### src/rtl/gamma_lut_stage.sv
// gamma_lut_stage
//
// Applies an independent 256-entry, 8-bit gamma LUT to each channel of a 24-bit
// RGB pixel stream. Latency is a fixed two cycles. Frame/line markers travel with
// their pixels. Frame geometry is tracked and malformed frames are flagged.
//
// Build option:
//   GAMMA_LUT_WR_EN  defined   -> the runtime LUT write port is functional.
//                    undefined -> the LUT write ports are ignored and the LUTs
//                                 stay at identity (2-cycle pass-through).
//
// Parameters:
//   NROWS  lines per frame
//   NCOL   pixels per line
//
// Ports:
//   clk, rst_n           clock, asynchronous active-low reset
//   in_dval/sof/eol      input pixel valid and markers (markers qualified by dval)
//   in_pixel[23:0]       {R, G, B}
//   lut_we/sel/addr/wdata  LUT write port (sel: 0=R 1=G 2=B 3=all)
//   out_dval/sof/eol     output valid and markers, delayed with the pixel
//   out_pixel[23:0]      {LUT_R[R], LUT_G[G], LUT_B[B]}; holds when out_dval=0
//   frame_done           pulse with the last output pixel of a complete frame
//   geom_err             sticky malformed-frame flag; cleared by an accepted SOF
//   busy                 high while a frame is being received
module gamma_lut_stage #(
  parameter int unsigned NROWS = 349,
  parameter int unsigned NCOL  = 349
) (
  input  logic        clk,
  input  logic        rst_n,
  input  logic        in_dval,
  input  logic        in_sof,
  input  logic        in_eol,
  input  logic [23:0] in_pixel,
  input  logic        lut_we,
  input  logic [1:0]  lut_sel,
  input  logic [7:0]  lut_addr,
  input  logic [7:0]  lut_wdata,
  output logic        out_dval,
  output logic        out_sof,
  output logic        out_eol,
  output logic [23:0] out_pixel,
  output logic        frame_done,
  output logic        geom_err,
  output logic        busy
);

  localparam logic [11:0] LastCol = 12'(NCOL - 1);
  localparam logic [11:0] LastRow = 12'(NROWS - 1);

  typedef enum logic [0:0] {StIdle, StActive} state_e;

  state_e      state_q, state_d;
  logic [11:0] col_q, col_d;
  logic [11:0] row_q, row_d;

  // Per-pixel decode of the current input
  logic        accept;
  logic [11:0] cur_col;
  logic [11:0] cur_row;
  logic        eol_eff;
  logic        last_pix;
  logic        err_set;
  logic        err_clr;

  // Stage 1
  logic        s1_dval_q;
  logic        s1_sof_q;
  logic        s1_eol_q;
  logic        s1_last_q;
  logic        s1_err_set_q;
  logic        s1_err_clr_q;
  logic [23:0] s1_pixel_q;

  // Stage 2 (outputs)
  logic        out_dval_q;
  logic        out_sof_q;
  logic        out_eol_q;
  logic [23:0] out_pixel_q;
  logic        frame_done_q;
  logic        geom_err_q;

  // LUT read data for the stage-1 pixel
  logic [23:0] lut_rdata;

  // ---------------------------------------------------------------------------
  // Geometry FSM and counters
  // ---------------------------------------------------------------------------
  always_comb begin
    state_d  = state_q;
    col_d    = col_q;
    row_d    = row_q;
    accept   = 1'b0;
    cur_col  = col_q;
    cur_row  = row_q;
    eol_eff  = 1'b0;
    last_pix = 1'b0;
    err_set  = 1'b0;
    err_clr  = 1'b0;

    // In IDLE only an SOF pixel is accepted; everything else is dropped silently.
    if (in_dval && ((state_q == StActive) || in_sof)) begin
      accept = 1'b1;
      if (in_sof) begin
        cur_col = '0;
        cur_row = '0;
      end
      // Reaching the last column forces end-of-line even when in_eol is missing.
      eol_eff  = in_eol || (cur_col == LastCol);
      last_pix = (cur_row == LastRow) && (cur_col == LastCol);
      // An EOL flag that disagrees with the column position is malformed either way.
      err_set  = (in_eol != (cur_col == LastCol)) || (in_sof && (state_q == StActive));
      err_clr  = in_sof && (state_q == StIdle);

      if (last_pix) begin
        state_d = StIdle;
        col_d   = '0;
        row_d   = '0;
      end else begin
        state_d = StActive;
        if (eol_eff) begin
          col_d = '0;
          // An early EOL on the last row wraps rather than running past the frame.
          row_d = (cur_row == LastRow) ? '0 : cur_row + 12'd1;
        end else begin
          col_d = cur_col + 12'd1;
          row_d = cur_row;
        end
      end
    end
  end

  always_ff @(posedge clk or negedge rst_n) begin
    if (!rst_n) begin
      state_q <= StIdle;
      col_q   <= '0;
      row_q   <= '0;
    end else begin
      state_q <= state_d;
      col_q   <= col_d;
      row_q   <= row_d;
    end
  end

  // ---------------------------------------------------------------------------
  // Stage 1: register pixel, markers and geometry verdicts
  // ---------------------------------------------------------------------------
  always_ff @(posedge clk or negedge rst_n) begin
    if (!rst_n) begin
      s1_dval_q    <= 1'b0;
      s1_sof_q     <= 1'b0;
      s1_eol_q     <= 1'b0;
      s1_last_q    <= 1'b0;
      s1_err_set_q <= 1'b0;
      s1_err_clr_q <= 1'b0;
      s1_pixel_q   <= '0;
    end else begin
      s1_dval_q    <= accept;
      s1_sof_q     <= accept && in_sof;
      s1_eol_q     <= accept && in_eol;
      s1_last_q    <= last_pix;
      s1_err_set_q <= err_set;
      s1_err_clr_q <= err_clr;
      if (accept) begin
        s1_pixel_q <= in_pixel;
      end
    end
  end

  // ---------------------------------------------------------------------------
  // LUT storage
  // ---------------------------------------------------------------------------
`ifdef GAMMA_LUT_WR_EN
  // Entries hold (value ^ index), so the all-zero power-up state reads as identity
  // without any initialisation sweep, and reset never has to touch the arrays.
  logic [7:0] lut_r_mem [256];
  logic [7:0] lut_g_mem [256];
  logic [7:0] lut_b_mem [256];

  logic       wr_ok;
  logic       wr_pend_q;
  logic [1:0] wr_sel_q;
  logic [7:0] wr_addr_q;
  logic [7:0] wr_data_q;

  assign wr_ok = lut_we && (state_q == StIdle) && !s1_dval_q && !out_dval_q;

  // Writes commit one cycle after issue. A pixel accepted in the same cycle as the
  // write is read at that commit edge, so it sees the old entry.
  always_ff @(posedge clk or negedge rst_n) begin
    if (!rst_n) begin
      wr_pend_q <= 1'b0;
    end else begin
      wr_pend_q <= wr_ok;
    end
  end

  always_ff @(posedge clk) begin
    if (wr_ok) begin
      wr_sel_q  <= lut_sel;
      wr_addr_q <= lut_addr;
      wr_data_q <= lut_wdata;
    end
  end

  always_ff @(posedge clk) begin
    if (wr_pend_q && ((wr_sel_q == 2'd0) || (wr_sel_q == 2'd3))) begin
      lut_r_mem[wr_addr_q] <= wr_data_q ^ wr_addr_q;
    end
    if (wr_pend_q && ((wr_sel_q == 2'd1) || (wr_sel_q == 2'd3))) begin
      lut_g_mem[wr_addr_q] <= wr_data_q ^ wr_addr_q;
    end
    if (wr_pend_q && ((wr_sel_q == 2'd2) || (wr_sel_q == 2'd3))) begin
      lut_b_mem[wr_addr_q] <= wr_data_q ^ wr_addr_q;
    end
  end

  always_comb begin
    lut_rdata = {lut_r_mem[s1_pixel_q[23:16]] ^ s1_pixel_q[23:16],
                 lut_g_mem[s1_pixel_q[15:8]]  ^ s1_pixel_q[15:8],
                 lut_b_mem[s1_pixel_q[7:0]]   ^ s1_pixel_q[7:0]};
  end
`else
  // LUTs are permanently identity; the write port is present but inert.
  logic unused_lut_port;
  assign unused_lut_port = ^{lut_we, lut_sel, lut_addr, lut_wdata};

  always_comb begin
    lut_rdata = s1_pixel_q;
  end
`endif

  // ---------------------------------------------------------------------------
  // Stage 2: registered LUT read, delayed markers, sticky error
  // ---------------------------------------------------------------------------
  always_ff @(posedge clk or negedge rst_n) begin
    if (!rst_n) begin
      out_dval_q   <= 1'b0;
      out_sof_q    <= 1'b0;
      out_eol_q    <= 1'b0;
      out_pixel_q  <= '0;
      frame_done_q <= 1'b0;
      geom_err_q   <= 1'b0;
    end else begin
      out_dval_q   <= s1_dval_q;
      out_sof_q    <= s1_sof_q;
      out_eol_q    <= s1_eol_q;
      frame_done_q <= s1_last_q;
      if (s1_dval_q) begin
        out_pixel_q <= lut_rdata;
        // Clear first so an SOF pixel that is itself malformed still raises the flag.
        geom_err_q  <= (geom_err_q && !s1_err_clr_q) || s1_err_set_q;
      end
    end
  end

  assign out_dval   = out_dval_q;
  assign out_sof    = out_sof_q;
  assign out_eol    = out_eol_q;
  assign out_pixel  = out_pixel_q;
  assign frame_done = frame_done_q;
  assign geom_err   = geom_err_q;
  assign busy       = (state_q == StActive);

endmodule

### config.mk
export PLATFORM = sky130hd
export DESIGN_NAME = gamma_lut_stage
export DESIGN_NICKNAME = d
export VERILOG_FILES = /design/src/rtl/gamma_lut_stage.sv
export SDC_FILE = /design/constraint.sdc
export NUM_CORES = 1
export LEC_CHECK = 0
export CAP_MARGIN = 20
export CORE_MARGIN = 3
export CORE_UTILIZATION = 55
export DETAILED_ROUTE_END_ITERATION = 8
export PLACE_DENSITY = 0.85
export SLEW_MARGIN = 40
export SYNTH_ARGS = -nofsm -noshare
export SYNTH_HDL_FRONTEND = slang
export SYNTH_SLANG_ARGS = --single-unit
### constraint.sdc
create_clock -name clk -period 5.6 [get_ports clk]
set_input_delay 1.12 -clock clk [delete_from_list [all_inputs] [get_ports clk]]
set_output_delay 1.12 -clock clk [all_outputs]
set_load 0.01 [all_outputs]
==> out/results.txt, run 1 <==
Sw frac = 28.3%
DP Wirelength = 4.85 mm
Arrival @ worst endpoint = 4.28 ns
CTS clk-pin slew, worst paths = 0.09 ns
Postcts setup bufs = 0
Clk_lat worst skew = 0.36 ns
Crit. Startpoint = in_sof
Hold path startpoint = s1_sof_q
CTS Buf Count = 9
Share of power burned in registers = 54.2%
Leakage = 2.01 nW
Pwr/cell area = 294 mW/mm^2
Footprint of the multi-input gates = 0.00147 sq mm
Period minus WS final = 4.01 ns
Syn Nets = 403
R2r startpoint = col_q[7]
Port Buffers = 58
Clock sinks = 84
Post-synthesis sequential element count = 84
Core box area = 0.00642 sq mm
Peak supply drop = 117 uV
Comb pwr share = 15.5%
DR vias/cell = 5.61
Post-layout util = 69.8%
Fraction of registers with async set/reset = 100%
Crit Path Max Fanout = 19
Post-synth EDFFs = 0
Filler cells = 451
1st-pass router iterations = 4
RSZ-0062 raised after global routing = false
N_diodes = 0
Share of cells above drive strength 1 = 12.6%
Global route overflow = 0
Die width = 87.6 microns
Total track usage = 20.9%
Final Hold Fails = 0
Slew @ Worst Pin = 0.720 ns
CTS tree = built
Fin crit share = 71.6%
Critical path launch point type = input port
First-pass GRT wire length = 12.5 mm
Final Setup Violations = 0
CTS root buf = clkbuf_8
Overall power = 0.00132 W
Hold WC Path Type = reg2reg
Post-route ant nets = 0
Initial core utilization = 57.1%
GP Congestion = 0.740
Status = finished, final reports clean
Vias = 2,750
CP endpoint kind = flop
Nets = 459
Post-synthesis sequential area ratio = 57.3%
Cts repair resizes = 0
CP Class = in2reg
# hold bufs at CTS = 0
Predominant post-synthesis flop cell = dfrtp_1
Synth Warn # = 0
Post-synthesis cell area = 0.00367 sq mm
Library cells used by synthesis = 48
Commonest cells after routing, fill and taps aside = nand2_1 (103), dfrtp_1 (83), clkdlybuf4s50_1 (57), mux2_2 (25), nor2_1 (13)
Routed WL per cell = 15.1 microns
Clock skew = 0.00828 ns
Deepest clock path buffer count = 2
Drt initial violations = 133
Internal power = 0.000945 W
Commonest non-fill, non-tap cell in the layout = nand2_1
# IOs = 78
Post-Route Setup TNS = 0 ns
Largest area contributor in the netlist = dfrtp_1
Die ar. = 0.00768 sq mm
Routed wire length = 7.41 mm
Largest cells by area after synthesis = dfrtp_1 (57%), nand2_1 (11%), mux2_2 (7.7%), mux2i_1 (1.6%), o21ai_0 (1.4%)
Max Clock Freq = 250 MHz
Pin count of the biggest net entering global routing = 85
Yosys top cell area share = 57.3%
Worst Path Required = 5.88 ns
Post-synthesis area per instance = 10.4 sq um
Area grow syn2layout = 22.4%
Vias in the first global route = 2,721
Slew margin rel. = 52.0%
Reg area = 0.00210 sq mm
Max-capacitance violation count = 0
Slew Viols, Final = 0
# rows = 29
CTS H-tree depth = 3
Final hold slack = 0.356 ns
Post-Syn Instances = 352
Initial antenna violation count = 0
NetSw = 0.000372 W
Clock Power Share = 30.3%
Die H = 87.6 microns
DRC = 0
-- registers in the layout (all words and copies together) (netlist names), 12 cells and up --
signal     cells
row_q         12
lut_rdata     24
out_pixel     24
col_q         12
-- power by group through the flow --
stage / Sequential (W) / Clock, W / Combinational, W
5_1_grt: 0.000721 / 0.000439 / 0.000226
3_3_place_gp: 0.000720 / 0 / 0.000200
6_report: 0.000713 / 0.000399 / 0.000204
4_1_cts: 0.000713 / 0.000410 / 0.000207
2_1_floorplan: 0.000722 / 0 / 0.0000962
3_5_place_dp: 0.000724 / 0 / 0.000207
-- worst max-delay path, stage by stage --
cell             delay (ns)
clkdlybuf4s50_1        0.39
buf_4                  0.20
nand2b_1               0.21
nor4_4                 0.50
inv_1                  0.12
ha_1                   0.26
nand2b_1               0.20
nor4_1                 0.63
nand4_1                0.20
or3_1                  0.35
o21ai_0                0.09
-- final timing paths --
check / end / slack [ns] / cells after the start
setup reg to reg: row_q[11] / 2.21 / 9
max in group asynchronous: s1_dval_q / 4.28 / 1
setup / recovery: row_q[11] / 1.59 / 11
hold / removal: out_sof / 0.36 / 0
min in group asynchronous: lut_rdata[21] / 0.80 / 1
hold reg to reg: out_sof / 0.36 / 0
-- cell usage after synthesis, types with 6 or more instances --
library cell,count
nand2_1,103
mux2i_1,6
clkbuf_1,13
nor2_1,13
a21oi_1,8
dfrtp_1,84
mux2_2,25
o21ai_0,10
o21ai_1,6
nand2b_1,7
nand3_1,7
inv_1,10
-- per-stage QoR --
step	setup slack (ns)	instances	area, sq um
floorplan	2.11	352	3670
global placement	1.36	474	4300
detailed placement	1.25	474	4300
CTS	1.63	490	4490
global route	1.37	490	4490
finish	1.59	490	4490
-- metal layers --
layer | vias up | track usage, % | wire length (microns) | share of wire (%)
met5 | - | 0 | 0 | 0
met4 | 0 | 8.37 | 107 | 1.4
met3 | 11 | 4.52 | 367 | 5.0
met2 | 74 | 34.2 | 3580 | 48
met1 | 1357 | 27.4 | 3350 | 45
li1 | 1308 | - | - | -
-- cell families after synthesis --
family          synth area share (%)
compound gates                  7.82
fa+ha+maj                       1.02
buf+inv                         2.87
flops                           57.3
mux                             9.32
simple gates                    21.6
-- final cells by class --
| cell class | instances | share of cell area, % |
|---|---|---|
| clock buffers | 9 | 2.76 |
| clock inverters | 7 | 1.28 |
| inverters | 11 | 0.921 |
| multi-input cells | 242 | 32.7 |
| flip-flops and latches | 84 | 46.9 |
| well taps | 77 | 2.15 |
| repair buffers | 60 | 13.3 |
No activity file was read; power rests on OpenSTA's default activity.
==> inputs of run 2 (changes only) <==
--- a/config.mk
+++ b/config.mk
@@ -7,9 +7,9 @@
 export LEC_CHECK = 0
 export CAP_MARGIN = 20
 export CORE_MARGIN = 3
-export CORE_UTILIZATION = 55
+export CORE_UTILIZATION = 51
 export DETAILED_ROUTE_END_ITERATION = 8
-export PLACE_DENSITY = 0.85
+export PLACE_DENSITY = 0.8
 export SLEW_MARGIN = 40
 export SYNTH_ARGS = -nofsm -noshare
 export SYNTH_HDL_FRONTEND = slang
==> constraint.sdc (replaced) <==
create_clock -name clk -period 3.8 [get_ports clk]
set_input_delay 0.76 -clock clk [delete_from_list [all_inputs] [get_ports clk]]
set_output_delay 0.76 -clock clk [all_outputs]
set_load 0.01 [all_outputs]
==> run 2 against run 1 <==
Compared with the run above:
- power grew 53%
- via count shrank 0.91%
- clock power grew 66%
- critical path depth is the same
- hold slack lost 0.0013 ns
- register-to-register slack lost 1.2 ns
- final cell count grew 4.3%
- largest cell class unchanged
- largest power group unchanged
==> out/results.txt, run 2 (synthesis gave the netlist of run 1 again) <==
Status = finished, final reports clean
CP Class = in2reg
Die ar. = 0.00824 sq mm (+7.3%)
Fin crit share = 75.9%
Pwr/cell area = 443 mW/mm^2 (+51%)
DP Wirelength = 4.87 mm (+0.59%)
Post-route ant nets = 0 (unchanged)
Nets = 461 (+0.44%)
Buf+Inv Stages, Crit Path = 3 (unchanged)
Hold WC Path Type = reg2reg
N_diodes = 0 (unchanged)
CTS H-tree depth = 3 (unchanged)
Die width = 90.8 microns (+3.6%)
RSZ-0062 raised after global routing = false
Clock Power Share = 32.8% (+2.5 points)
1st-pass router iterations = 4 (unchanged)
Initial core utilization = 53.4% (-3.7 points)
Area grow syn2layout = 24.2%
Comb pwr share = 15.1% (-0.4 points)
GP Congestion = 0.740 (+0.11%)
Postcts setup bufs = 0 (unchanged)
Clock skew = 0.0133 ns (+0.00500 ns)
Final hold slack = 0.354 ns (-0.00132 ns)
Max incr delay on CP = 0.42 ns (-0.21 ns)
Die H = 90.8 microns (+3.6%)
Leakage = 2.04 nW (+1.6%)
# rows = 30 (+3.4%)
Clock sinks = 84 (unchanged)
Internal power = 0.00147 W (+56%)
Deepest clock path buffer count = 2 (unchanged)
First-pass GRT wire length = 12.9 mm (+3.1%)
Pin count of the biggest net entering global routing = 85 (unchanged)
# hold bufs at CTS = 0 (unchanged)
Slowest-stage cell, CP = clkdlybuf4s50_1
Most used cell along the critical path = nand2b_1
Routed wire length = 7.44 mm (+0.47%)
Worst setup endpoint = row_q[11]
Sw frac = 27.0% (-1.3 points)
# IOs = 78 (unchanged)
Initial antenna violation count = 0 (unchanged)
Crit. Startpoint = in_sof
Critical path cell sequence = clkdlybuf4s50_1, nand2b_1, nor4_4, inv_1, ha_1, nand2b_1, nor4_1, buf_4, nand4_1, or3_1, o21ai_0
CTS clk-pin slew, worst paths = 0.09 ns (about the same)
Commonest cells after routing, fill and taps aside = nand2_1 (103), dfrtp_1 (83), clkdlybuf4s50_1 (57), mux2_2 (25), nor2_1 (13)
Core box area = 0.00687 sq mm (+7.0%)
Reg2reg setup slack = 0.99 ns (-1.22 ns)
Arrival @ worst endpoint = 3.15 ns (-1.13 ns)
Max-capacitance violation count = 0 (unchanged)
Max Clock Freq = 347 MHz
Worst Path Required = 4.07 ns (-1.81 ns)
Share of power burned in registers = 52.1% (-2.1 points)
Slew margin rel. = 55.4% (+3.4 points)
Cts repair resizes = 0 (unchanged)
CTS tree = built
Critical path launch point type = input port
Overall power = 0.00202 W (+53%)
Crit Path Max Fanout = 5 (-14)
Port Buffers = 58 (unchanged)
Drt initial violations = 207 (+56%)
Slew @ Worst Pin = 0.668 ns (-0.0518 ns)
Clk_lat worst skew = 0.34 ns (-0.02 ns)
Final Setup Violations = 0 (unchanged)
Post-Route Setup TNS = 0 ns (unchanged)
NetSw = 0.000545 W (+46%)
Vias in the first global route = 2,711 (-0.37%)
CTS root buf = clkbuf_8
DR vias/cell = 5.33 (-5.0%)
Slew Viols, Final = 0 (unchanged)
Peak supply drop = 198 uV (+69%)
Period minus WS final = 2.89 ns
Top delay family on crit path = simple AND/OR/NAND/NOR gates
Total track usage = 19.2% (-1.7 points)
Reg2Reg Depth = 10 (+1)
Routed WL per cell = 14.6 microns (-3.7%)
Commonest non-fill, non-tap cell in the layout = nand2_1
Reg2reg end = row_q[11]
Critical path depth in cells = 11 (unchanged)
Global route overflow = 0 (unchanged)
Final Hold Fails = 0 (unchanged)
CTS Buf Count = 9 (unchanged)
Share of cells above drive strength 1 = 13.0% (+0.42 points)
R2r startpoint = col_q[7]
DRC = 0 (unchanged)
CP endpoint kind = flop
Vias = 2,725 (-0.91%)
[run 2: worst min path at each step]
stage	slack, ns	depth (start not counted)	from	end
3_5_place_dp	0.34	0	s1_last_q	frame_done
2_1_floorplan	0.33	0	s1_last_q	frame_done
6_report	0.35	0	s1_last_q	frame_done
5_1_grt	0.36	0	s1_last_q	frame_done
3_3_place_gp	0.33	0	s1_last_q	frame_done
4_1_cts	0.36	0	s1_last_q	frame_done
[run 2: per-stage QoR]
stage	instance area [sq um]	util (%)	setup WS, ns	cells
global placement	4340	63.2	0.536	495
global route	4550	66.3	0.708	511
CTS	4550	66.2	0.931	511
floorplan	3670	-	0.666	352
finish	4550	66.3	0.914	511
detailed placement	4340	63.2	0.570	495
[run 2: power groups by stage]
stage	Sequential, W	Clock, W	Combinational, W
after floorplan	0.00106	0	0.000142
after global placement	0.00106	0	0.000296
after detailed placement	0.00107	0	0.000308
after CTS	0.00105	0.000676	0.000308
after global routing	0.00106	0.000715	0.000332
final	0.00105	0.000663	0.000304
[run 2: area by class of cell]
cell class | count | area, sq um
clock buffer | 10 | 138
clock inverter | 6 | 70.1
fill | 534 | 2320
inverter | 11 | 41.3
multi-input combinational | 242 | 1470
sequential | 84 | 2100
tap | 96 | 120
timing repair buffer | 62 | 614
[run 2: routing by layer]
layer  global-route usage, %  up-vias  wire length (microns)
li1                        -     1324                      -
met1                    26.1     1333                   3530
met2                    30.8       63                   3550
met3                    5.08        5                    326
met4                    5.15        0                     36
met5                       0        -                      0
[run 2: worst reg2reg max path, cell delays in order, from the launching register on]
cell      delay (ns)
dfrtp_1         0.44
or4_4           0.54
nor4_4          0.29
inv_1           0.09
ha_1            0.22
nand2b_1        0.19
nor4_1          0.29
buf_4           0.19
nand4_1         0.10
or3_1           0.31
o21ai_0         0.08
